**config.mk**
```make
export PLATFORM = sky130hd
export DESIGN_NAME = wb_stage
export DESIGN_NICKNAME = d
export VERILOG_FILES = /design/src/rtl/riscuinho_defs.sv /design/src/rtl/wb_stage_load_align.sv /design/src/rtl/wb_stage.sv
export SDC_FILE = /design/constraint.sdc
export NUM_CORES = 1
export LEC_CHECK = 0
export CORE_MARGIN = 4
export CORE_UTILIZATION = 24
export CTS_CLUSTER_DIAMETER = 80
export CTS_CLUSTER_SIZE = 8
export DETAILED_ROUTE_END_ITERATION = 12
export PLACE_DENSITY = 0.62
export SLEW_MARGIN = 10
export SYNTH_ARGS = -nofsm -noshare
export SYNTH_HDL_FRONTEND = slang
export SYNTH_HIERARCHICAL = 1
export SYNTH_SLANG_ARGS = --single-unit
export TNS_END_PERCENT = 50
```
**constraint.sdc**
```tcl
create_clock -name clk -period 5.05 [get_ports clk]
set_input_delay 1.01 -clock clk [delete_from_list [all_inputs] [get_ports clk]]
set_output_delay 1.01 -clock clk [all_outputs]
set_load 0.05 [all_outputs]
```
**src/rtl/riscuinho_defs.sv**
```systemverilog
// Shared RISCuinho definitions: RV32I load funct3 encodings and writeback FSM states.
package riscuinho_defs;

    localparam logic [2:0] F3_LB  = 3'b000;
    localparam logic [2:0] F3_LH  = 3'b001;
    localparam logic [2:0] F3_LW  = 3'b010;
    localparam logic [2:0] F3_LBU = 3'b100;
    localparam logic [2:0] F3_LHU = 3'b101;

    typedef enum logic [1:0] {
        WB_IDLE      = 2'd0,
        WB_LOAD_WAIT = 2'd1,
        WB_COMMIT    = 2'd2
    } wb_state_t;

endpackage

```
**src/rtl/wb_stage_load_align.sv**
```systemverilog
// Load data alignment: picks the byte/half lane, sign/zero-extends it and
// flags misaligned or reserved load encodings.
module load_align
    import riscuinho_defs::*;
(
    input  logic [2:0]  funct3,
    input  logic [1:0]  addr_lo,
    input  logic [31:0] rdata,
    output logic [31:0] data,
    output logic        err
);

    logic [7:0]  byte_s;
    logic [15:0] half_s;

    // Lane selection from the low address bits.
    always_comb begin
        byte_s = 8'h00;
        case (addr_lo)
            2'd0:    byte_s = rdata[7:0];
            2'd1:    byte_s = rdata[15:8];
            2'd2:    byte_s = rdata[23:16];
            2'd3:    byte_s = rdata[31:24];
            default: byte_s = 8'h00;
        endcase
        if (addr_lo[1]) begin
            half_s = rdata[31:16];
        end else begin
            half_s = rdata[15:0];
        end
    end

    // Extension and error classification; reserved encodings return zero.
    always_comb begin
        data = 32'h0000_0000;
        err  = 1'b0;
        case (funct3)
            F3_LB:   data = {{24{byte_s[7]}}, byte_s};
            F3_LBU:  data = {24'h00_0000, byte_s};
            F3_LH: begin
                data = {{16{half_s[15]}}, half_s};
                err  = addr_lo[0];
            end
            F3_LHU: begin
                data = {16'h0000, half_s};
                err  = addr_lo[0];
            end
            F3_LW: begin
                data = rdata;
                err  = (addr_lo != 2'd0);
            end
            default: err = 1'b1;
        endcase
    end

endmodule

```
**src/rtl/wb_stage.sv**
```systemverilog
// Writeback stage: accepts ALU and load results, aligns load data and drives
// the register bank write port, holding each commit until the bank is ready.
module wb_stage
    import riscuinho_defs::*;
#(
    parameter int BANK_WIDTH     = 5,
    parameter int REGISTER_WIDTH = 32
) (
    input  logic                      clk,
    input  logic                      rst,
    input  logic                      bank_ready,
    input  logic                      ex_valid,
    output logic                      ex_ready,
    input  logic [BANK_WIDTH-1:0]     ex_rd,
    input  logic                      ex_is_load,
    input  logic [2:0]                ex_funct3,
    input  logic [1:0]                ex_addr_lo,
    input  logic [REGISTER_WIDTH-1:0] ex_result,
    input  logic                      mem_rvalid,
    input  logic [REGISTER_WIDTH-1:0] mem_rdata,
    output logic                      reg_w,
    output logic [BANK_WIDTH-1:0]     rd_sel,
    output logic [REGISTER_WIDTH-1:0] rd_data,
    output logic                      fwd_valid,
    output logic [BANK_WIDTH-1:0]     fwd_rd,
    output logic [REGISTER_WIDTH-1:0] fwd_data,
    output logic                      load_err,
    output logic                      busy
);

    wb_state_t   state_r;
    logic        err_r;
    logic [2:0]  funct3_r;
    logic [1:0]  addr_lo_r;
    logic [31:0] align_data_s;
    logic        align_err_s;
    logic        xfer_s;
    logic        commit_s;
    logic        writes_s;

    load_align u_load_align (
        .funct3  (funct3_r),
        .addr_lo (addr_lo_r),
        .rdata   (mem_rdata),
        .data    (align_data_s),
        .err     (align_err_s)
    );

    // Handshake and write-port qualification; everything is gated by rst.
    always_comb begin
        ex_ready  = !rst && bank_ready && (state_r == WB_IDLE || state_r == WB_COMMIT);
        xfer_s    = ex_valid && ex_ready;
        commit_s  = !rst && (state_r == WB_COMMIT);
        writes_s  = (rd_sel != {BANK_WIDTH{1'b0}}) && !err_r;
        reg_w     = commit_s && bank_ready && writes_s;
        fwd_valid = commit_s && writes_s;
        fwd_rd    = rd_sel;
        fwd_data  = rd_data;
        load_err  = commit_s && bank_ready && err_r;
        busy      = (state_r != WB_IDLE);
    end

    // FSM and latched commit contents.
    always_ff @(posedge clk) begin
        if (rst) begin
            state_r   <= WB_IDLE;
            rd_sel    <= {BANK_WIDTH{1'b0}};
            rd_data   <= {REGISTER_WIDTH{1'b0}};
            err_r     <= 1'b0;
            funct3_r  <= 3'b000;
            addr_lo_r <= 2'b00;
        end else begin
            case (state_r)
                WB_IDLE, WB_COMMIT: begin
                    if (xfer_s) begin
                        rd_sel    <= ex_rd;
                        funct3_r  <= ex_funct3;
                        addr_lo_r <= ex_addr_lo;
                        err_r     <= 1'b0;
                        if (ex_is_load) begin
                            state_r <= WB_LOAD_WAIT;
                        end else begin
                            rd_data <= ex_result;
                            state_r <= WB_COMMIT;
                        end
                    end else if (state_r == WB_COMMIT && !bank_ready) begin
                        state_r <= WB_COMMIT;
                    end else begin
                        state_r <= WB_IDLE;
                    end
                end
                WB_LOAD_WAIT: begin
                    if (mem_rvalid) begin
                        rd_data <= align_data_s;
                        err_r   <= align_err_s;
                        state_r <= WB_COMMIT;
                    end else begin
                        state_r <= WB_LOAD_WAIT;
                    end
                end
                default: state_r <= WB_IDLE;
            endcase
        end
    end

endmodule

```
==> reports/metrics.yaml <==
timing:
  clock_skew_ns: 0.00514
  tns_ns: 0
  rsz0062_at_grt: "no"
  setup_violations: 0
  tightest_slew_ns: 1.10
  fin_crit_ns: 3.67
  fmax_ghz: 0.273
  whs_ns: 0.494
  hold_viol_final: 0
  slew_viol_final: 0
  fin_crit_sh: 0.726
  setup_slack_ns: 1.38
  slew-limit-headroom: 0.270
clock_network:
  cts-root-buf: "clkbuf_16"
  cts.clk_slew.worst_paths_ns: 0.07
  cts_max_path_buffers: 2
  h-tree-depth: 2
  cts_buffers: 5
  post_cts_buffers: 0
  clock_latency_ns: 0.29
  cts_resized: 0
  cts.sinks: 45
  cts_tree: "yes"
  holdBufCountCts: 0
cells_and_area:
  antennaDiodeCount: 0
  ff_latch_area_sq_um: 901
  num-nets-final: 548
  drive_above_1_share: 0.151
  multiInputGateArea_sq_um: 2000
  syn2layout_area_growth_pct: 43.2
  final.fill_count: 1432
  post-route-util: 0.352
worst_setup_path:
  path_buf_inv: 2
  r2r-end: "fwd_data[9]$_SDFFE_PP0P_"
  reg2reg_slack_ns: 2.34
  r2r-start: "funct3_r[1]$_SDFFE_PP0P_"
  slowest_stage: "clkdlybuf4s50_1"
  reg2regPathDepth: 5
  endpoint_kind: "primary output"
  cp_max_fo: 6
  critical-path-top-delay-family: "buffers and inverters"
  cp_slowest_stage_delay_ns: 0.86
  worst_setup_path_start_kind: "primary input"
  crit_path_cell_trace: "clkdlybuf4s50_1 > nor4b_1 > clkdlybuf4s50_1"
  crit_top_cell: "clkdlybuf4s50_1"
  path_class: "in2out"
  required_ns: 4.04
  worstPathArrival_ns: 2.66
route:
  drc: 0
  wl_per_cell_um: 18.5
  num_vias: 3161
  dr.first_iter.drc_count: 97
  drtPass1Iterations: 4
  ant_nets: 0
  routed_wl_mm: 12.0
  via_per_inst: 4.87
floorplan:
  rows: 43
  core_area_sq_um: 13900
  die-height_um: 127
  initial_core_util: 0.246
  io_pins: 159
  dieArea_sq_um: 16200
  fp.dieW_um: 127
min_path:
  min_from: "fwd_rd[3]$_SDFFE_PP0P_"
  whs_path_depth: 2
  min_to: "fwd_rd[3]$_SDFFE_PP0P_"
  min_path_type: "reg2reg"
synth:
  synthFlopType: "dfxtp_1"
  ys_top_cells_by_area: "dfxtp_1 (26%), mux2i_1 (11%), a211oi_1 (11%)"
  netlist.area_leader.share: 0.263
  synth_edf_count: 0
  avgSynthCellArea_sq_um: 9.13
  async_reset_ff_frac: 0
  yosys.area.top_type: "dfxtp_1"
  synth_area_sq_um: 3420
  yosysUniqueCellTypes: 40
  synthCells: 375
  seq_area_frac_synth: 0.263
  synth.most_common_cell: "a211oi_1"
  ys_warn_count: 6
  ys_seq_elements: 45
  synthTopCellsByCount: "a211oi_1 (51), nand2_1 (46), dfxtp_1 (45), mux2i_1 (39), buf_4 (38)"
  syn-num-nets: 455
global_route:
  grt_max_degree: 49
  grt_pass1_wl_mm: 18.3
  grt_pass1_vias: 3266
  antenna_found_initial: 0
  grt_overflow: 0
  grtUsageTotal: 0.143
power:
  p_leak_nw: 1.79
  powerDensity_nw_per_um2: 235
  peakVddDrop_mv: 0.107
place:
  place_ws_ns: 1.37
  dp_hpwl_mm: 9.11
  portBuffers: 158
  gp_congestion: 0.826
outcome:
  status: "complete, no violations"
run:
  cap_viol_max_count: 0
[per-layer routing]
layer	up-vias	routed length (um)	track usage
met5	-	0	0
met4	0	221	0.0391
met3	19	699	0.0288
met2	111	5620	0.233
met1	1481	5490	0.192
li1	1550	-	-
[cell families after synthesis]
logic type | count (synthesis) | share of synthesized area
muxes | 55 | 0.168
DFF | 45 | 0.263
AOI/OAI and AO/OA | 126 | 0.308
buffers and inverters | 77 | 0.154
and+or+nand+nor | 72 | 0.107
[stage by stage]
stage          area, sq um  power (mW)  std cells
2_1_floorplan         3420       0.636        375
3_3_place_gp          4730       0.764        641
3_5_place_dp          4730       0.769        641
4_1_cts               4900        1.17        649
5_1_grt               4900        1.20        649
6_report              4900        1.15        649
[power by group]
part           switching (mW)  internal [mW]
registers              0.0188          0.370
clock network           0.155          0.237
logic                   0.214          0.157
[layout make-up]
| cell class | count | share of cell area |
|---|---|---|
| inverter | 1 | 0.000766 |
| timing repair buffer | 162 | 0.327 |
| tap | 180 | 0.0459 |
| clock inverter | 3 | 0.00970 |
| sequential | 45 | 0.184 |
| multi-input combinational | 253 | 0.408 |
| clock buffer | 5 | 0.0255 |
[registers in the layout, indices dropped and copies added (netlist names)]
| name | flops |
|---|---|
| err_r | 1 |
| addr_lo_r | 2 |
| fwd_data | 32 |
| fwd_rd | 5 |
| funct3_r | 3 |
| state_r | 2 |
[cell usage in the layout (no fill, tap or decap), types with 2 or more instances in the layout]
| cell | Yosys | final |
|---|---|---|
| buf_4 | 38 | 6 |
| clkbuf_16 | 0 | 5 |
| mux2i_1 | 39 | 39 |
| inv_6 | 0 | 2 |
| clkdlybuf4s50_1 | 0 | 155 |
| nor3_1 | 2 | 2 |
| nand2_1 | 46 | 46 |
| or2_2 | 2 | 2 |
| nand3b_1 | 2 | 2 |
| a211oi_1 | 51 | 51 |
| a21oi_1 | 14 | 14 |
| a22oi_1 | 8 | 8 |
| nor2_1 | 2 | 2 |
| o21ai_0 | 16 | 16 |
| a211oi_2 | 30 | 30 |
| nor2b_1 | 5 | 4 |
| mux2_2 | 15 | 15 |
| nand2b_1 | 3 | 2 |
| dfxtp_1 | 45 | 45 |
[worst reg2reg max path, stage by stage (launching register included)]
cell and delay [ns]:
dfxtp_1 0.93, nor3b_2 0.92, a22oi_1 0.24, o21ai_0 0.17
mux2i_1 0.14, a211oi_2 0.25
[worst max-delay path by stage]
stage | start | endpoint | slack [ns] | cells past startpoint
3_3_place_gp | bank_ready | reg_w | 1.38 | 3
6_report | bank_ready | reg_w | 1.38 | 3
2_1_floorplan | rst | reg_w | 1.24 | 2
3_5_place_dp | bank_ready | reg_w | 1.37 | 3
5_1_grt | bank_ready | reg_w | 1.31 | 3
4_1_cts | bank_ready | reg_w | 1.37 | 3
Power figures use the tool's default switching activity.
==> variant 1, RTL diff (config.mk and constraints unchanged) <==
Set the parameter `BANK_WIDTH` to 7 (it was 5).
--- a/src/rtl/wb_stage.sv
+++ b/src/rtl/wb_stage.sv
@@ -4,5 +4,5 @@
     import riscuinho_defs::*;
 #(
-    parameter int BANK_WIDTH     = 5,
+    parameter int BANK_WIDTH     = 7,
     parameter int REGISTER_WIDTH = 32
 ) (
Interface: changed (resized ex_rd, fwd_rd and rd_sel); port bits go from 159 to 165. The function was not compared with the original's and may differ.
==> variant 1 against the original RTL <==
- first-iteration DRC count is 32% higher
- hold slack better by 0.0024 ns
- register-to-register slack worse by 0.04 ns
- sequential cell count is 2 higher
- critical path depth is 2 higher
- non-clock buffer count is 6 higher
- area after synthesis is 2.2% higher
- setup slack worse by 0.021 ns
- final area is 1.9% higher
- routed wire length is 3.2% higher
- clock power is 16% lower
- power is 3.5% lower
- largest cell class unchanged
==> variant 1: results (changes against the original RTL) <==
Critical path
The setup slack on the worst flop-to-flop path is 2.30 ns (was 2.34 ns). The largest driver fanout on the critical path is 2 (was 6). The slowest library cell on the worst path was clkdlybuf4s50_1 (unchanged). The endpoint of the lowest-slack register-to-register path was fwd_data[8]$_SDFFE_PP0P_ (was fwd_data[9]$_SDFFE_PP0P_). The largest stage delay on the critical path is 0.79 ns (was 0.86 ns). The launching element of the worst setup path is rst (was bank_ready).

Global route
The first-pass GRT wire length is 18.9 mm (was 18.3 mm). The met1 global-route usage is 0.184 (was 0.192). The maximum number of pins on one net before global-route repair came to 51 (was 49). The met2 track demand over resource in global routing is 0.250 (was 0.233).

The met3 usage was 0.0320 (was 0.0288). The total track usage is 0.145 (was 0.143). The via count of the first global-routing pass is 3363 (was 3266).

Final layout
The final non-filler cell area is 0.00500 mm^2 (was 0.00490 mm^2). The count of filler cells inserted in the layout is 1450 (was 1432). The layout net count came to 564 (was 548). The share of final-layout standard cells stronger than drive strength 1 is 0.149 (was 0.151).

Routing
The number of vias per cell after detailed routing is 4.89 (was 4.87). The total wirelength of the detailed-routed design is 12.4 mm (was 12.0 mm). The routed length on met2 came to 6.09 mm (was 5.62 mm). The post-detailed-route wirelength per cell came to 18.7 um (was 18.5 um). The detailed route wirelength on metal3 is 810 um (was 699 um). The length of routed wiring on met1 came to 5.31 mm (was 5.49 mm). The violation count after the first detailed-route iteration is 128 (was 97).

Placement
The post-detailed-placement cell area was 0.00486 mm^2 (was 0.00473 mm^2). The HPWL reported at the end of detailed placement came to 9.48 mm (was 9.11 mm). The instance count after placement with tap cells included is 655 (was 641).

The routability-driven placement congestion ratio is 0.798 (was 0.826). The count of port buffers added during placement is 164 (was 158). The setup slack after placement is 1.35 ns (was 1.37 ns).

Clock tree
The setup fix buffers added after clock tree synthesis is 0 (unchanged). The worst-case clock buffer depth came to 2 (unchanged).

Synth
The share of cell area taken by muxes after synthesis is 0.164 (was 0.168). The mean area per synthesized cell is 9.09 um^2 (was 9.13 um^2). The sequential area share after synthesis is 0.269 (was 0.263). Cells taking the most area after synthesis: dfxtp_1, mux2i_1, a211oi_1 (unchanged). Commonest cells post-synth: a211oi_1, nand2_1, dfxtp_1 (unchanged). The area fraction of the dominant cell type after synthesis is 0.269 (was 0.263). The post-synthesis compound-gate area fraction was 0.304 (was 0.308).

The synthesized net count came to 467 (was 455).

Timing
The part of the cycle the worst path needs is 0.731 (was 0.726). The relative max-transition margin is 0.305 (was 0.270). The post-route clock skew came to 0.00646 ns (was 0.00514 ns).

Status
Run status: completed (unchanged).

Power and ir drop
The worst ir drop on vdd is 0.132 mV (was 0.107 mV). The sequential group power came to 0.407 mW (was 0.389 mW). The leakage dissipation is 1.81 nW (was 1.79 nW). The power share of the sequential group is 0.366 (was 0.338).

The combinational logic power came to 0.375 mW (was 0.371 mW). The net switching share of the total power is 0.344 (was 0.337).

Worst hold path
The origin of the worst min-delay path is fwd_rd[0]$_SDFFE_PP0P_ (was fwd_rd[3]$_SDFFE_PP0P_).
## variant 1: worst min-delay path by stage
stage / end / slack [ns] / cells after the start
floorplan: funct3_r[2]$_SDFFE_PP0P_ / 0.44 / 2
global placement: fwd_rd[0]$_SDFFE_PP0P_ / 0.47 / 2
detailed placement: fwd_rd[4]$_SDFFE_PP0P_ / 0.49 / 2
CTS: fwd_rd[4]$_SDFFE_PP0P_ / 0.50 / 2
global route: fwd_rd[4]$_SDFFE_PP0P_ / 0.50 / 2
finish: fwd_rd[0]$_SDFFE_PP0P_ / 0.50 / 2
## variant 1: cell type report
cell class	instances	share of cell area
Multi-Input combinational cell	259	0.405
Inverter	1	0.000751
Clock buffer	6	0.0258
Tap cell	180	0.0451
Timing Repair Buffer	168	0.332
Sequential cell	47	0.188
Clock inverter	2	0.00250
## variant 1: cell families (layout without fill, tap and decap cells)
group / count (synthesis) / after routing
muxes: 55 / 55
AOI/OAI and AO/OA: 128 / 128
and+or+nand+nor: 76 / 76
DFF: 47 / 47
buffers and inverters: 79 / 177
==> variant 2, RTL diff (same settings) <==
Made on the original files. The 3 states of `wb_state_t` get a one-hot encoding in 3 bits.
--- a/src/rtl/riscuinho_defs.sv
+++ b/src/rtl/riscuinho_defs.sv
@@ -8,8 +8,8 @@
     localparam logic [2:0] F3_LHU = 3'b101;
 
-    typedef enum logic [1:0] {
-        WB_IDLE      = 2'd0,
-        WB_LOAD_WAIT = 2'd1,
-        WB_COMMIT    = 2'd2
+    typedef enum logic [2:0] {
+        WB_IDLE      = 3'b001,
+        WB_LOAD_WAIT = 3'b010,
+        WB_COMMIT    = 3'b100
     } wb_state_t;
 
Behaviour: same outputs for any inputs over 10 cycles, from zero or initial values and one cycle with rst high; not proved beyond that.
==> variant 2 against the original RTL <==
- cell count is 6.9% higher
- critical path depth grew 2
- hold slack got worse by 0.014 ns
- sequential cell count up 1
- routed wire length shrank 0.24%
- highest routed layer unchanged
- die area up 0.48%
- setup slack lost 0.14 ns
- final area rose by 1.3%
- power is 8.9% lower
- largest power group is now sequential cells
- largest cell class unchanged
- critical path type unchanged
- area after synthesis rose by 0.51%
==> variant 2: results (changes against the original RTL) <==
Status
Run status: completed (unchanged).

Critical path
The endpoint of the lowest-slack register-to-register path was fwd_data[11]$_SDFFE_PP0P_ (was fwd_data[9]$_SDFFE_PP0P_). The largest driver fanout on the critical path is 49 (was 6). The setup slack on the worst flop-to-flop path is 2.25 ns (was 2.34 ns).

The critical path data arrival time is 2.80 ns (was 2.66 ns). The cell count of the worst reg-to-reg path was 6 (was 5).

Placement
The instance count after placement with tap cells included came to 688 (was 641). The HPWL reported at the end of detailed placement is 9.22 mm (was 9.11 mm). The setup slack after placement is 1.21 ns (was 1.37 ns). The routability-driven placement congestion ratio is 0.860 (was 0.826).

Synth
The share of cell area taken by muxes after synthesis is 0.179 (was 0.168). The xor/xnor cell area share of the yosys netlist is 0.00255 (was 0). The mean area per synthesized cell is 8.19 um^2 (was 9.13 um^2). Cells taking the most area after synthesis: dfxtp_1, a211oi_1, mux2_2 (was dfxtp_1, mux2i_1, a211oi_1). The sequential area share after synthesis is 0.268 (was 0.263). The proportion of register bits with asynchronous set or reset after synthesis is 0 (unchanged). The distinct cell type count after synthesis is 40 (unchanged). The post-synthesis compound-gate area fraction is 0.272 (was 0.308).

Final layout
The number of antenna cells inserted is 0 (unchanged). The share of final-layout standard cells stronger than drive strength 1 is 0.136 (was 0.151). The layout net count is 595 (was 548).

The count of filler cells inserted in the layout is 1421 (was 1432).

Routing
The number of vias per cell after detailed routing is 4.88 (was 4.87). The total wirelength of the detailed-routed design is 12.0 mm (about the same). The first-pass iteration count of the detailed router is 5 (was 4). The violation count after the first detailed-route iteration came to 187 (was 97).

Power and ir drop
The internal power component is 0.715 mW (was 0.764 mW). The worst ir drop on vdd is 0.132 mV (was 0.107 mV). The leakage dissipation is 1.59 nW (was 1.79 nW).

Clock tree
The number of clock buffers inserted by TritonCTS came to 5 (unchanged). The master cell of the clock root buffer is clkbuf_16 (unchanged).

Global route
The total track usage is 0.144 (was 0.143). The maximum number of pins on one net before global-route repair is 50 (was 49). The first-pass GRT wire length is 18.8 mm (was 18.3 mm). The via count of the first global-routing pass was 3460 (was 3266).

Timing
The relative max-transition margin is 0.271 (was 0.270). The maximum clock frequency is 0.263 GHz (was 0.273 GHz). The post-route clock skew is 0.00555 ns (was 0.00514 ns).

Worst hold path
The origin of the worst min-delay path is fwd_data[16]$_SDFFE_PP0P_ (was fwd_rd[3]$_SDFFE_PP0P_). The endpoint with the worst hold slack is fwd_data[16]$_SDFFE_PP0P_ (was fwd_rd[3]$_SDFFE_PP0P_).
-- variant 2: cell type report --
cell class / instances / area [um^2] / share of cell area
Multi-Input combinational cell: 264 / 1940 / 0.391
Sequential cell: 46 / 921 / 0.185
Tap cell: 180 / 225 / 0.0453
Timing Repair Buffer: 162 / 1610 / 0.323
Inverter: 36 / 135 / 0.0272
Clock buffer: 6 / 139 / 0.0280
-- variant 2: metal layers --
layer | up-vias | track usage | wire, um
met5 | - | 0 | 0
met4 | 0 | 0.0281 | 109
met3 | 6 | 0.0296 | 749
met2 | 148 | 0.229 | 5530
met1 | 1581 | 0.202 | 5620
li1 | 1650 | - | -
-- variant 2: cells by family (layout without fill, tap and decap cells) --
kind of cell,after synthesis,after routing
AO/OA/AOI/OAI,131,131
AND/OR/NAND/NOR,77,77
flip-flops,46,46
XOR/XNOR,1,1
multiplexers,55,55
buffers and inverters,110,204
-- variant 2: worst max path at each step --
| stage | start | to | depth (start not counted) |
|---|---|---|---|
| 3_3_place_gp | bank_ready | reg_w | 4 |
| 6_report | rst | reg_w | 5 |
| 4_1_cts | rst | reg_w | 5 |
| 5_1_grt | rst | reg_w | 5 |
| 3_5_place_dp | rst | fwd_data[22]$_SDFFE_PP0P_ | 6 |
| 2_1_floorplan | rst | reg_w | 3 |
-- variant 2: critical path, delay by kind of cell --
family	cells	cell delay, ns
AND/OR/NAND/NOR	3	0.56
buffers and inverters	2	1.22
-- variant 2: stage by stage --
step	utilization	total power [mW]	instance area, um^2
final	0.356	1.05	4970
after global routing	0.356	1.10	4970
after CTS	0.356	1.06	4970
after global placement	0.347	0.733	4830
after detailed placement	0.347	0.737	4830
after floorplan	-	0.609	3440
-- variant 2: power groups by stage --
stage,Combinational (mW),Clock [mW],Sequential [mW]
2_1_floorplan,0.173,0,0.436
3_3_place_gp,0.329,0,0.404
3_5_place_dp,0.332,0,0.405
4_1_cts,0.334,0.327,0.397
5_1_grt,0.354,0.344,0.399
6_report,0.333,0.320,0.396
